File: config.mk
export PLATFORM = sky130hd
export DESIGN_NAME = branch_resolve_unit_flat
export DESIGN_NICKNAME = d
export VERILOG_FILES = /design/src/rtl/branch_resolve_unit_pkg.sv /design/src/rtl/branch_resolve_unit_if.sv /design/src/rtl/branch_resolve_unit_cmpunit.sv /design/src/rtl/branch_resolve_unit.sv /design/src/flat_wrapper.sv
export SDC_FILE = /design/constraint.sdc
export NUM_CORES = 1
export LEC_CHECK = 0
export CAP_MARGIN = 20
export CORE_MARGIN = 2
export CORE_UTILIZATION = 55
export DETAILED_ROUTE_END_ITERATION = 10
export GPL_TIMING_DRIVEN = 0
export HOLD_SLACK_MARGIN = 0.1
export PLACE_DENSITY = 0.85
export SYNTH_ARGS = -nofsm -noshare
export SYNTH_HDL_FRONTEND = slang
export SYNTH_SLANG_ARGS = --single-unit
export TNS_END_PERCENT = 100
File: constraint.sdc
create_clock -name clk -period 5.4 [get_ports clk]
set_input_delay 1.08 -clock clk [delete_from_list [all_inputs] [get_ports clk]]
set_output_delay 1.08 -clock clk [all_outputs]
set_load 0.02 [all_outputs]
File: src/rtl/branch_resolve_unit_pkg.sv
// Shared types and constants for the execute-stage branch resolver and its compare unit.
package branch_resolve_unit_pkg;

    typedef enum logic [2:0] {
        CMP_EQ  = 3'd0,
        CMP_NE  = 3'd1,
        CMP_LT  = 3'd2,
        CMP_GE  = 3'd3,
        CMP_LTU = 3'd4,
        CMP_GEU = 3'd5
    } cmp_op_t;

    typedef enum logic {
        ST_RUN   = 1'b0,
        ST_FLUSH = 1'b1
    } bru_state_t;

    localparam logic [1:0] BR_KIND_NONE   = 2'b00;
    localparam logic [1:0] BR_KIND_BRANCH = 2'b01;
    localparam logic [1:0] BR_KIND_JAL    = 2'b10;
    localparam logic [1:0] BR_KIND_JALR   = 2'b11;

    localparam logic [2:0] F3_BEQ  = 3'b000;
    localparam logic [2:0] F3_BNE  = 3'b001;
    localparam logic [2:0] F3_BLT  = 3'b100;
    localparam logic [2:0] F3_BGE  = 3'b101;
    localparam logic [2:0] F3_BLTU = 3'b110;
    localparam logic [2:0] F3_BGEU = 3'b111;

    // Encodings 010/011 are reserved; they map to EQ but the caller flags them illegal.
    function automatic cmp_op_t decode_funct3(input logic [2:0] f3);
        cmp_op_t op;
        case (f3)
            F3_BEQ:  op = CMP_EQ;
            F3_BNE:  op = CMP_NE;
            F3_BLT:  op = CMP_LT;
            F3_BGE:  op = CMP_GE;
            F3_BLTU: op = CMP_LTU;
            F3_BGEU: op = CMP_GEU;
            default: op = CMP_EQ;
        endcase
        return op;
    endfunction

    function automatic logic is_illegal_f3(input logic [2:0] f3);
        return (f3 == 3'b010) || (f3 == 3'b011);
    endfunction

endpackage

File: src/rtl/branch_resolve_unit_if.sv
// ID/EX issue, result and fetch-redirect signals of the branch resolver.
interface branch_resolve_unit_if #(
    parameter int XLEN = 32
);
    logic            id_valid;
    logic            id_ready;
    logic [XLEN-1:0] id_pc;
    logic [1:0]      id_kind;
    logic [2:0]      id_funct3;
    logic [XLEN-1:0] id_rs1;
    logic [XLEN-1:0] id_rs2;
    logic [XLEN-1:0] id_imm;
    logic            id_pred_taken;
    logic [XLEN-1:0] id_pred_target;

    logic            out_valid;
    logic            out_ready;
    logic            out_taken;
    logic [XLEN-1:0] out_link;
    logic            out_illegal;
    logic            out_misalign;

    logic            redirect_valid;
    logic [XLEN-1:0] redirect_pc;

    modport master (
        output id_valid, id_pc, id_kind, id_funct3, id_rs1, id_rs2, id_imm,
               id_pred_taken, id_pred_target, out_ready,
        input  id_ready, out_valid, out_taken, out_link, out_illegal, out_misalign,
               redirect_valid, redirect_pc
    );

    modport slave (
        input  id_valid, id_pc, id_kind, id_funct3, id_rs1, id_rs2, id_imm,
               id_pred_taken, id_pred_target, out_ready,
        output id_ready, out_valid, out_taken, out_link, out_illegal, out_misalign,
               redirect_valid, redirect_pc
    );
endinterface

File: src/rtl/branch_resolve_unit_cmpunit.sv
// Combinational comparator evaluating one cmp_op_t on two operands.
module cmpunit
    import branch_resolve_unit_pkg::*;
#(
    parameter int XLEN = 32
) (
    input  cmp_op_t         op,
    input  logic [XLEN-1:0] a,
    input  logic [XLEN-1:0] b,
    output logic            result
);

    always_comb begin
        result = 1'b0;
        case (op)
            CMP_EQ:  result = (a == b);
            CMP_NE:  result = (a != b);
            CMP_LT:  result = ($signed(a) <  $signed(b));
            CMP_GE:  result = ($signed(a) >= $signed(b));
            CMP_LTU: result = (a <  b);
            CMP_GEU: result = (a >= b);
            default: result = 1'b0;
        endcase
    end

endmodule

File: src/rtl/branch_resolve_unit.sv
// Two-stage branch resolver: E1 evaluates direction/target, E2 presents the result
// and launches a one-cycle fetch redirect on a mispredict, then flushes for FLUSH_CYCLES.
module branch_resolve_unit
    import branch_resolve_unit_pkg::*;
#(
    parameter int XLEN         = 32,
    parameter int FLUSH_CYCLES = 2,
    parameter int CNT_W        = 16
) (
    input  logic                 clk,
    input  logic                 rst_n,
    branch_resolve_unit_if.slave bus,
    input  logic                 stats_clr,
    output logic [CNT_W-1:0]     n_branches,
    output logic [CNT_W-1:0]     n_mispred
);

    localparam int              FC_W    = (FLUSH_CYCLES > 1) ? $clog2(FLUSH_CYCLES) : 1;
    localparam logic [XLEN-1:0] PC_STEP = XLEN'(4);
    localparam logic [XLEN-1:0] LSB_CLR = ~XLEN'(1);

    bru_state_t       state_q, state_d;
    logic [FC_W-1:0]  flush_cnt_q, flush_cnt_d;

    logic             e1_valid_q, e1_valid_d;
    logic [XLEN-1:0]  e1_pc_q, e1_pc_d;
    logic [1:0]       e1_kind_q, e1_kind_d;
    logic [2:0]       e1_funct3_q, e1_funct3_d;
    logic [XLEN-1:0]  e1_rs1_q, e1_rs1_d;
    logic [XLEN-1:0]  e1_rs2_q, e1_rs2_d;
    logic [XLEN-1:0]  e1_imm_q, e1_imm_d;
    logic             e1_pred_taken_q, e1_pred_taken_d;
    logic [XLEN-1:0]  e1_pred_target_q, e1_pred_target_d;

    logic             out_valid_q, out_valid_d;
    logic             out_taken_q, out_taken_d;
    logic [XLEN-1:0]  out_link_q, out_link_d;
    logic             out_illegal_q, out_illegal_d;
    logic             out_misalign_q, out_misalign_d;
    logic             redirect_valid_q, redirect_valid_d;
    logic [XLEN-1:0]  redirect_pc_q, redirect_pc_d;

    logic [CNT_W-1:0] n_branches_q, n_branches_d;
    logic [CNT_W-1:0] n_mispred_q, n_mispred_d;

    cmp_op_t          e1_op;
    logic             cmp_res;
    logic             e1_taken, e1_illegal, e1_misalign, e1_mispred;
    logic [XLEN-1:0]  e1_target, e1_link, e1_redirect_pc;
    logic             adv2, e2_load, fire, accept, id_ready;

    assign e1_op = decode_funct3(e1_funct3_q);

    cmpunit #(.XLEN(XLEN)) u_cmpunit (
        .op     (e1_op),
        .a      (e1_rs1_q),
        .b      (e1_rs2_q),
        .result (cmp_res)
    );

    always_comb begin
        e1_illegal = 1'b0;
        e1_taken   = 1'b0;
        e1_link    = e1_pc_q + PC_STEP;
        e1_target  = e1_pc_q + e1_imm_q;
        case (e1_kind_q)
            BR_KIND_BRANCH: begin
                e1_illegal = is_illegal_f3(e1_funct3_q);
                e1_taken   = cmp_res && !e1_illegal;
            end
            BR_KIND_JAL: e1_taken = 1'b1;
            BR_KIND_JALR: begin
                e1_taken  = 1'b1;
                e1_target = (e1_rs1_q + e1_imm_q) & LSB_CLR;
            end
            default: e1_taken = 1'b0;
        endcase
        e1_misalign    = e1_taken && e1_target[1];
        // Faulting entries trap later; redirecting on them would only waste a fetch.
        e1_mispred     = !e1_illegal && !e1_misalign &&
                         ((e1_taken != e1_pred_taken_q) ||
                          (e1_taken && (e1_target != e1_pred_target_q)));
        e1_redirect_pc = e1_taken ? e1_target : e1_link;
    end

    assign adv2    = !out_valid_q || bus.out_ready;
    assign e2_load = e1_valid_q && adv2;
    assign fire    = e2_load && e1_mispred;
    assign accept  = bus.id_valid && id_ready;

    always_ff @(posedge clk or negedge rst_n) begin
        if (!rst_n) begin
            state_q     <= ST_RUN;
            flush_cnt_q <= '0;
        end else begin
            state_q     <= state_d;
            flush_cnt_q <= flush_cnt_d;
        end
    end

    always_comb begin
        state_d     = state_q;
        flush_cnt_d = flush_cnt_q;
        case (state_q)
            ST_RUN: begin
                if (fire) begin
                    state_d     = ST_FLUSH;
                    flush_cnt_d = '0;
                end
            end
            ST_FLUSH: begin
                if (flush_cnt_q == FC_W'(FLUSH_CYCLES - 1)) begin
                    state_d = ST_RUN;
                end else begin
                    flush_cnt_d = flush_cnt_q + FC_W'(1);
                end
            end
            default: state_d = ST_RUN;
        endcase
    end

    always_comb begin
        id_ready = (state_q == ST_RUN) && (!e1_valid_q || adv2);
    end

    always_comb begin
        e1_valid_d       = e1_valid_q;
        e1_pc_d          = e1_pc_q;
        e1_kind_d        = e1_kind_q;
        e1_funct3_d      = e1_funct3_q;
        e1_rs1_d         = e1_rs1_q;
        e1_rs2_d         = e1_rs2_q;
        e1_imm_d         = e1_imm_q;
        e1_pred_taken_d  = e1_pred_taken_q;
        e1_pred_target_d = e1_pred_target_q;
        if (accept) begin
            e1_valid_d       = 1'b1;
            e1_pc_d          = bus.id_pc;
            e1_kind_d        = bus.id_kind;
            e1_funct3_d      = bus.id_funct3;
            e1_rs1_d         = bus.id_rs1;
            e1_rs2_d         = bus.id_rs2;
            e1_imm_d         = bus.id_imm;
            e1_pred_taken_d  = bus.id_pred_taken;
            e1_pred_target_d = bus.id_pred_target;
        end else if (adv2) begin
            e1_valid_d = 1'b0;
        end
        // Whatever enters E1 alongside a mispredict is on the wrong path.
        if (fire) begin
            e1_valid_d = 1'b0;
        end

        out_valid_d      = out_valid_q;
        out_taken_d      = out_taken_q;
        out_link_d       = out_link_q;
        out_illegal_d    = out_illegal_q;
        out_misalign_d   = out_misalign_q;
        redirect_valid_d = fire;
        redirect_pc_d    = fire ? e1_redirect_pc : redirect_pc_q;
        if (adv2) begin
            out_valid_d = e1_valid_q;
            if (e1_valid_q) begin
                out_taken_d    = e1_taken;
                out_link_d     = e1_link;
                out_illegal_d  = e1_illegal;
                out_misalign_d = e1_misalign;
            end
        end

        n_branches_d = n_branches_q;
        n_mispred_d  = n_mispred_q;
        if (stats_clr) begin
            n_branches_d = '0;
            n_mispred_d  = '0;
        end else begin
            if (e2_load && (e1_kind_q != BR_KIND_NONE) && (n_branches_q != '1)) begin
                n_branches_d = n_branches_q + CNT_W'(1);
            end
            if (fire && (n_mispred_q != '1)) begin
                n_mispred_d = n_mispred_q + CNT_W'(1);
            end
        end
    end

    always_ff @(posedge clk or negedge rst_n) begin
        if (!rst_n) begin
            e1_valid_q       <= 1'b0;
            e1_pc_q          <= '0;
            e1_kind_q        <= BR_KIND_NONE;
            e1_funct3_q      <= '0;
            e1_rs1_q         <= '0;
            e1_rs2_q         <= '0;
            e1_imm_q         <= '0;
            e1_pred_taken_q  <= 1'b0;
            e1_pred_target_q <= '0;
            out_valid_q      <= 1'b0;
            out_taken_q      <= 1'b0;
            out_link_q       <= '0;
            out_illegal_q    <= 1'b0;
            out_misalign_q   <= 1'b0;
            redirect_valid_q <= 1'b0;
            redirect_pc_q    <= '0;
            n_branches_q     <= '0;
            n_mispred_q      <= '0;
        end else begin
            e1_valid_q       <= e1_valid_d;
            e1_pc_q          <= e1_pc_d;
            e1_kind_q        <= e1_kind_d;
            e1_funct3_q      <= e1_funct3_d;
            e1_rs1_q         <= e1_rs1_d;
            e1_rs2_q         <= e1_rs2_d;
            e1_imm_q         <= e1_imm_d;
            e1_pred_taken_q  <= e1_pred_taken_d;
            e1_pred_target_q <= e1_pred_target_d;
            out_valid_q      <= out_valid_d;
            out_taken_q      <= out_taken_d;
            out_link_q       <= out_link_d;
            out_illegal_q    <= out_illegal_d;
            out_misalign_q   <= out_misalign_d;
            redirect_valid_q <= redirect_valid_d;
            redirect_pc_q    <= redirect_pc_d;
            n_branches_q     <= n_branches_d;
            n_mispred_q      <= n_mispred_d;
        end
    end

    assign bus.id_ready       = id_ready;
    assign bus.out_valid      = out_valid_q;
    assign bus.out_taken      = out_taken_q;
    assign bus.out_link       = out_link_q;
    assign bus.out_illegal    = out_illegal_q;
    assign bus.out_misalign   = out_misalign_q;
    assign bus.redirect_valid = redirect_valid_q;
    assign bus.redirect_pc    = redirect_pc_q;
    assign n_branches         = n_branches_q;
    assign n_mispred          = n_mispred_q;

endmodule

File: src/flat_wrapper.sv
// flat-port wrapper written by rule: the top's interface ports become plain ports
module branch_resolve_unit_flat import branch_resolve_unit_pkg::*;
#(
    parameter int XLEN         = 32,
    parameter int FLUSH_CYCLES = 2,
    parameter int CNT_W        = 16
)
  (clk, rst_n, stats_clr, n_branches, n_mispred, bus_id_valid, bus_id_pc, bus_id_kind, bus_id_funct3, bus_id_rs1, bus_id_rs2, bus_id_imm, bus_id_pred_taken, bus_id_pred_target, bus_out_ready, bus_id_ready, bus_out_valid, bus_out_taken, bus_out_link, bus_out_illegal, bus_out_misalign, bus_redirect_valid, bus_redirect_pc);
  branch_resolve_unit_if #(.XLEN(XLEN)) bus_i ();
  input  logic clk;
  input  logic rst_n;
  input  logic stats_clr;
  output logic [CNT_W-1:0] n_branches;
  output logic [CNT_W-1:0] n_mispred;
  input wire logic [$bits(bus_i.id_valid)-1:0] bus_id_valid;
  input wire logic [$bits(bus_i.id_pc)-1:0] bus_id_pc;
  input wire logic [$bits(bus_i.id_kind)-1:0] bus_id_kind;
  input wire logic [$bits(bus_i.id_funct3)-1:0] bus_id_funct3;
  input wire logic [$bits(bus_i.id_rs1)-1:0] bus_id_rs1;
  input wire logic [$bits(bus_i.id_rs2)-1:0] bus_id_rs2;
  input wire logic [$bits(bus_i.id_imm)-1:0] bus_id_imm;
  input wire logic [$bits(bus_i.id_pred_taken)-1:0] bus_id_pred_taken;
  input wire logic [$bits(bus_i.id_pred_target)-1:0] bus_id_pred_target;
  input wire logic [$bits(bus_i.out_ready)-1:0] bus_out_ready;
  output wire logic [$bits(bus_i.id_ready)-1:0] bus_id_ready;
  output wire logic [$bits(bus_i.out_valid)-1:0] bus_out_valid;
  output wire logic [$bits(bus_i.out_taken)-1:0] bus_out_taken;
  output wire logic [$bits(bus_i.out_link)-1:0] bus_out_link;
  output wire logic [$bits(bus_i.out_illegal)-1:0] bus_out_illegal;
  output wire logic [$bits(bus_i.out_misalign)-1:0] bus_out_misalign;
  output wire logic [$bits(bus_i.redirect_valid)-1:0] bus_redirect_valid;
  output wire logic [$bits(bus_i.redirect_pc)-1:0] bus_redirect_pc;
  assign bus_i.id_valid = bus_id_valid;
  assign bus_i.id_pc = bus_id_pc;
  assign bus_i.id_kind = bus_id_kind;
  assign bus_i.id_funct3 = bus_id_funct3;
  assign bus_i.id_rs1 = bus_id_rs1;
  assign bus_i.id_rs2 = bus_id_rs2;
  assign bus_i.id_imm = bus_id_imm;
  assign bus_i.id_pred_taken = bus_id_pred_taken;
  assign bus_i.id_pred_target = bus_id_pred_target;
  assign bus_i.out_ready = bus_out_ready;
  assign bus_id_ready = bus_i.id_ready;
  assign bus_out_valid = bus_i.out_valid;
  assign bus_out_taken = bus_i.out_taken;
  assign bus_out_link = bus_i.out_link;
  assign bus_out_illegal = bus_i.out_illegal;
  assign bus_out_misalign = bus_i.out_misalign;
  assign bus_redirect_valid = bus_i.redirect_valid;
  assign bus_redirect_pc = bus_i.redirect_pc;
  branch_resolve_unit #(.XLEN(XLEN), .FLUSH_CYCLES(FLUSH_CYCLES), .CNT_W(CNT_W)) u_core (.clk(clk), .rst_n(rst_n), .bus(bus_i), .stats_clr(stats_clr), .n_branches(n_branches), .n_mispred(n_mispred));
endmodule
==> out/results.tsv <==
metric	value	unit
routed via count	15620	
Max Root-Sink Buffers	3	
Async S/R FF share, synth	1.000	
Final setup viols	0	
Clock Skews	13.18	ps
CTS tree	done	
share of cells above drive strength 1	0.1404	
critical-path maximum fanout	10	
port buffer count	272	
Worst Hold Class	input pin to async pin	
Yosys reg bits	270	
final-report hold violation count	0	
Global Route Usage Sum	0.3359	
TNS Setup	0	ps
Yosys top cell by area	dfrtp_1	
drt total wl	56950	um
initial antenna violation count	2	
Max Clk Rate	193.2	MHz
Slew @ Worst Pin	1225	ps
VDD IR max	398.5	uV
Post-synth EDFFs	0	
DP Area	20840	um^2
RSZ-0062 raised after global routing	false	
R2R Path Start	u_core.e1_rs2_q[31]	
DIE AREA	33360	um^2
sequential share of the synthesized area	0.3849	
reg2reg setup slack	220	ps
Worst Setup Start Kind	flop	
top-area cell type share of the netlist area	0.3849	
Tmin final	5177	ps
top cells by area, synth	dfrtp_1 (38%), mux2_2 (11%), ha_1 (6.8%)	
GRT overflow	0	
syn_area_per_cell	9.863	um^2
final cycle utilization of the critical path	0.9586	
largest net degree at the start of global routing	127	
DR vias/cell	6.219	
initial DRC count	1390	
I/O pins	273	
Post-route DRC	0	
critical path required time	5850	ps
Slew Limit Headroom	0.1719	
Ys Warns	0	
# clock sinks	270	
Clk Latency, worst-skew pair	570	ps
PnR Total Power	15.97	mW
clock root buffer	clkbuf_16	
routability-driven placement congestion ratio	0.9725	
cell area after synthesis	17560	um^2
Reg2Reg Depth	15	
Filler Cells Inserted	2341	
clock slew at reported path FFs	60	ps
final core utilization	0.6954	
Die H	182.7	um
Pwr per Cell Area	729.8	nW/um^2
CP Class	flop to flop	
DR WL/cell	22.67	um
vias in the first global route	15220	
P_leak	9.153	nW
H-tree levels	1	
design area	21890	um^2
starting density of the core	0.5578	
critical path endpoint category	flop	
DPL Wire Length	44620	um
Hold Buf Count CTS	0	
Core Footprint	31470	um^2
first drt pass iteration count	6	
R2R Path End	u_core.n_mispred[12]	
Post-Syn Instances	1780	
post-route ant nets	0	
nets@finish	2356	
outcome	completed	
commonest non-fill, non-tap cell in the layout	clkdlybuf4s50_1	
commonest non-fill, non-tap cells in the layout	clkdlybuf4s50_1 (271), dfrtp_1 (270), nand2_1 (182), mux2_2 (175), nor2_1 (97)	
pins over their slew limit	0	
first-pass GRT wire length	86440	um
number of distinct library cells after synthesis	87	
total CTS buffers	29	
# rows	65	
Worst Path Arrival	5620	ps
Max Cap Violations	0	
Synthesized Nets	2049	
die width	182.7	um
Synth-to-Final Area Change	24.68	%
top_reg_cell synth	dfrtp_1	
-- kinds of logic (layout without fill, tap and decap cells) --
group / count (synthesis) / in the layout / share of synthesized area
compound gates: 366 / 366 / 0.1373
buf+inv: 148 / 476 / 0.03428
flops: 270 / 270 / 0.3849
simple gates: 530 / 530 / 0.1505
other cells: 0 / 2 / 0
fa+ha+maj: 98 / 98 / 0.07070
mux: 243 / 243 / 0.1591
xor+xnor: 125 / 125 / 0.06315
-- final cells by class --
class	instances	area (um^2)	share of cell area
Timing Repair Buffer	276	2798	0.1278
Clock buffer	41	840.8	0.03841
Inverter	56	210.2	0.009603
Antenna cell	2	5.005	0.0002286
Clock inverter	11	162.7	0.007431
Multi-Input combinational cell	1362	10220	0.4668
Tap cell	402	503.0	0.02298
Sequential cell	270	6756	0.3087
Buffer	92	394.1	0.01801
-- sequential cells by signal (all words and copies together), names as in the netlist, 2 cells and up --
name	cells
u_core.bus.out_link	32
u_core.bus.redirect_pc	32
u_core.e1_imm_q	32
u_core.e1_pc_q	32
u_core.e1_pred_target_q	32
u_core.e1_rs1_q	32
u_core.e1_rs2_q	32
u_core.n_branches	16
u_core.n_mispred	16
u_core.e1_funct3_q	3
u_core.e1_kind_q	2
-- where the power goes --
part           internal (mW)  switching, mW
registers               2.80          0.835
clock network           1.27          0.830
logic                   4.15           6.09
-- worst max-delay path by stage --
stage	from	endpoint	slack (ps)	depth (start not counted)
finish	u_core.e1_rs2_q[31]	u_core.n_mispred[12]	220	15
global route	u_core.e1_rs1_q[31]	u_core.n_mispred[12]	60	14
CTS	u_core.e1_pc_q[0]	u_core.bus.redirect_pc[29]	80	15
detailed placement	u_core.e1_pc_q[4]	u_core.bus.redirect_pc[28]	-530	13
global placement	rst_n	u_core.bus.redirect_pc[29]	-7920	1
floorplan	u_core.e1_imm_q[0]	u_core.bus.redirect_pc[10]	1040	15
-- cells in the mapped netlist (9+ instances only) --
cell type,instances
o31ai_1,10
nand3_1,35
o21ai_1,10
a21o_1,16
buf_2,10
nand2_1,182
and2_1,11
nor2_1,98
o211ai_1,18
a211oi_1,13
xnor2_1,69
nor2b_1,16
o21ai_0,96
dfrtp_1,270
mux2i_1,35
or4_1,12
and3_1,21
nand4_1,55
ha_1,96
o21a_1,14
buf_1,9
mux2_4,27
xor2_1,55
mux2_2,175
nor3_1,26
nand2b_1,14
clkbuf_1,68
inv_1,56
or3_1,17
a21oi_1,95
-- worst max-delay path: stages, from the launching register on --
cell	delay (ps)
dfrtp_1	370
inv_1	50
ha_1	400
nand4_1	220
or3_1	470
nor2_1	260
o31a_1	280
mux2_1	350
a311o_1	450
clkbuf_1	370
mux2i_1	230
nor2_2	290
nand2_1	180
clkbuf_1	290
nor4b_1	470
mux2_1	370
-- what timing repair did --
item / 4_1_cts / 5_1_grt
gates resized for setup: 4 / 4
pin swaps: 0 / 1
setup buffers: 0 / 2
endpoints found under the setup margin: 52 / 42
-- routing by layer --
metal	wire (um)	share of wire	vias to the layer above	track usage
li1	-	-	7089	-
met2	25780	0.45	775	0.5427
met3	4678	0.082	112	0.04191
met5	0	0	-	0
met1	24540	0.43	7647	0.4712
met4	1950	0.034	0	0.1097
-- per-stage QoR --
step	cells	hold slack [ps]	setup WS [ps]
global route	2512	456.5	56.93
CTS	2508	450.0	79.73
finish	2512	441.8	223.4
detailed placement	2456	473.0	-526.8
floorplan	1780	475.6	1040
global placement	2454	473.2	-7923
Note: power is estimated with default switching activity, not from simulation.
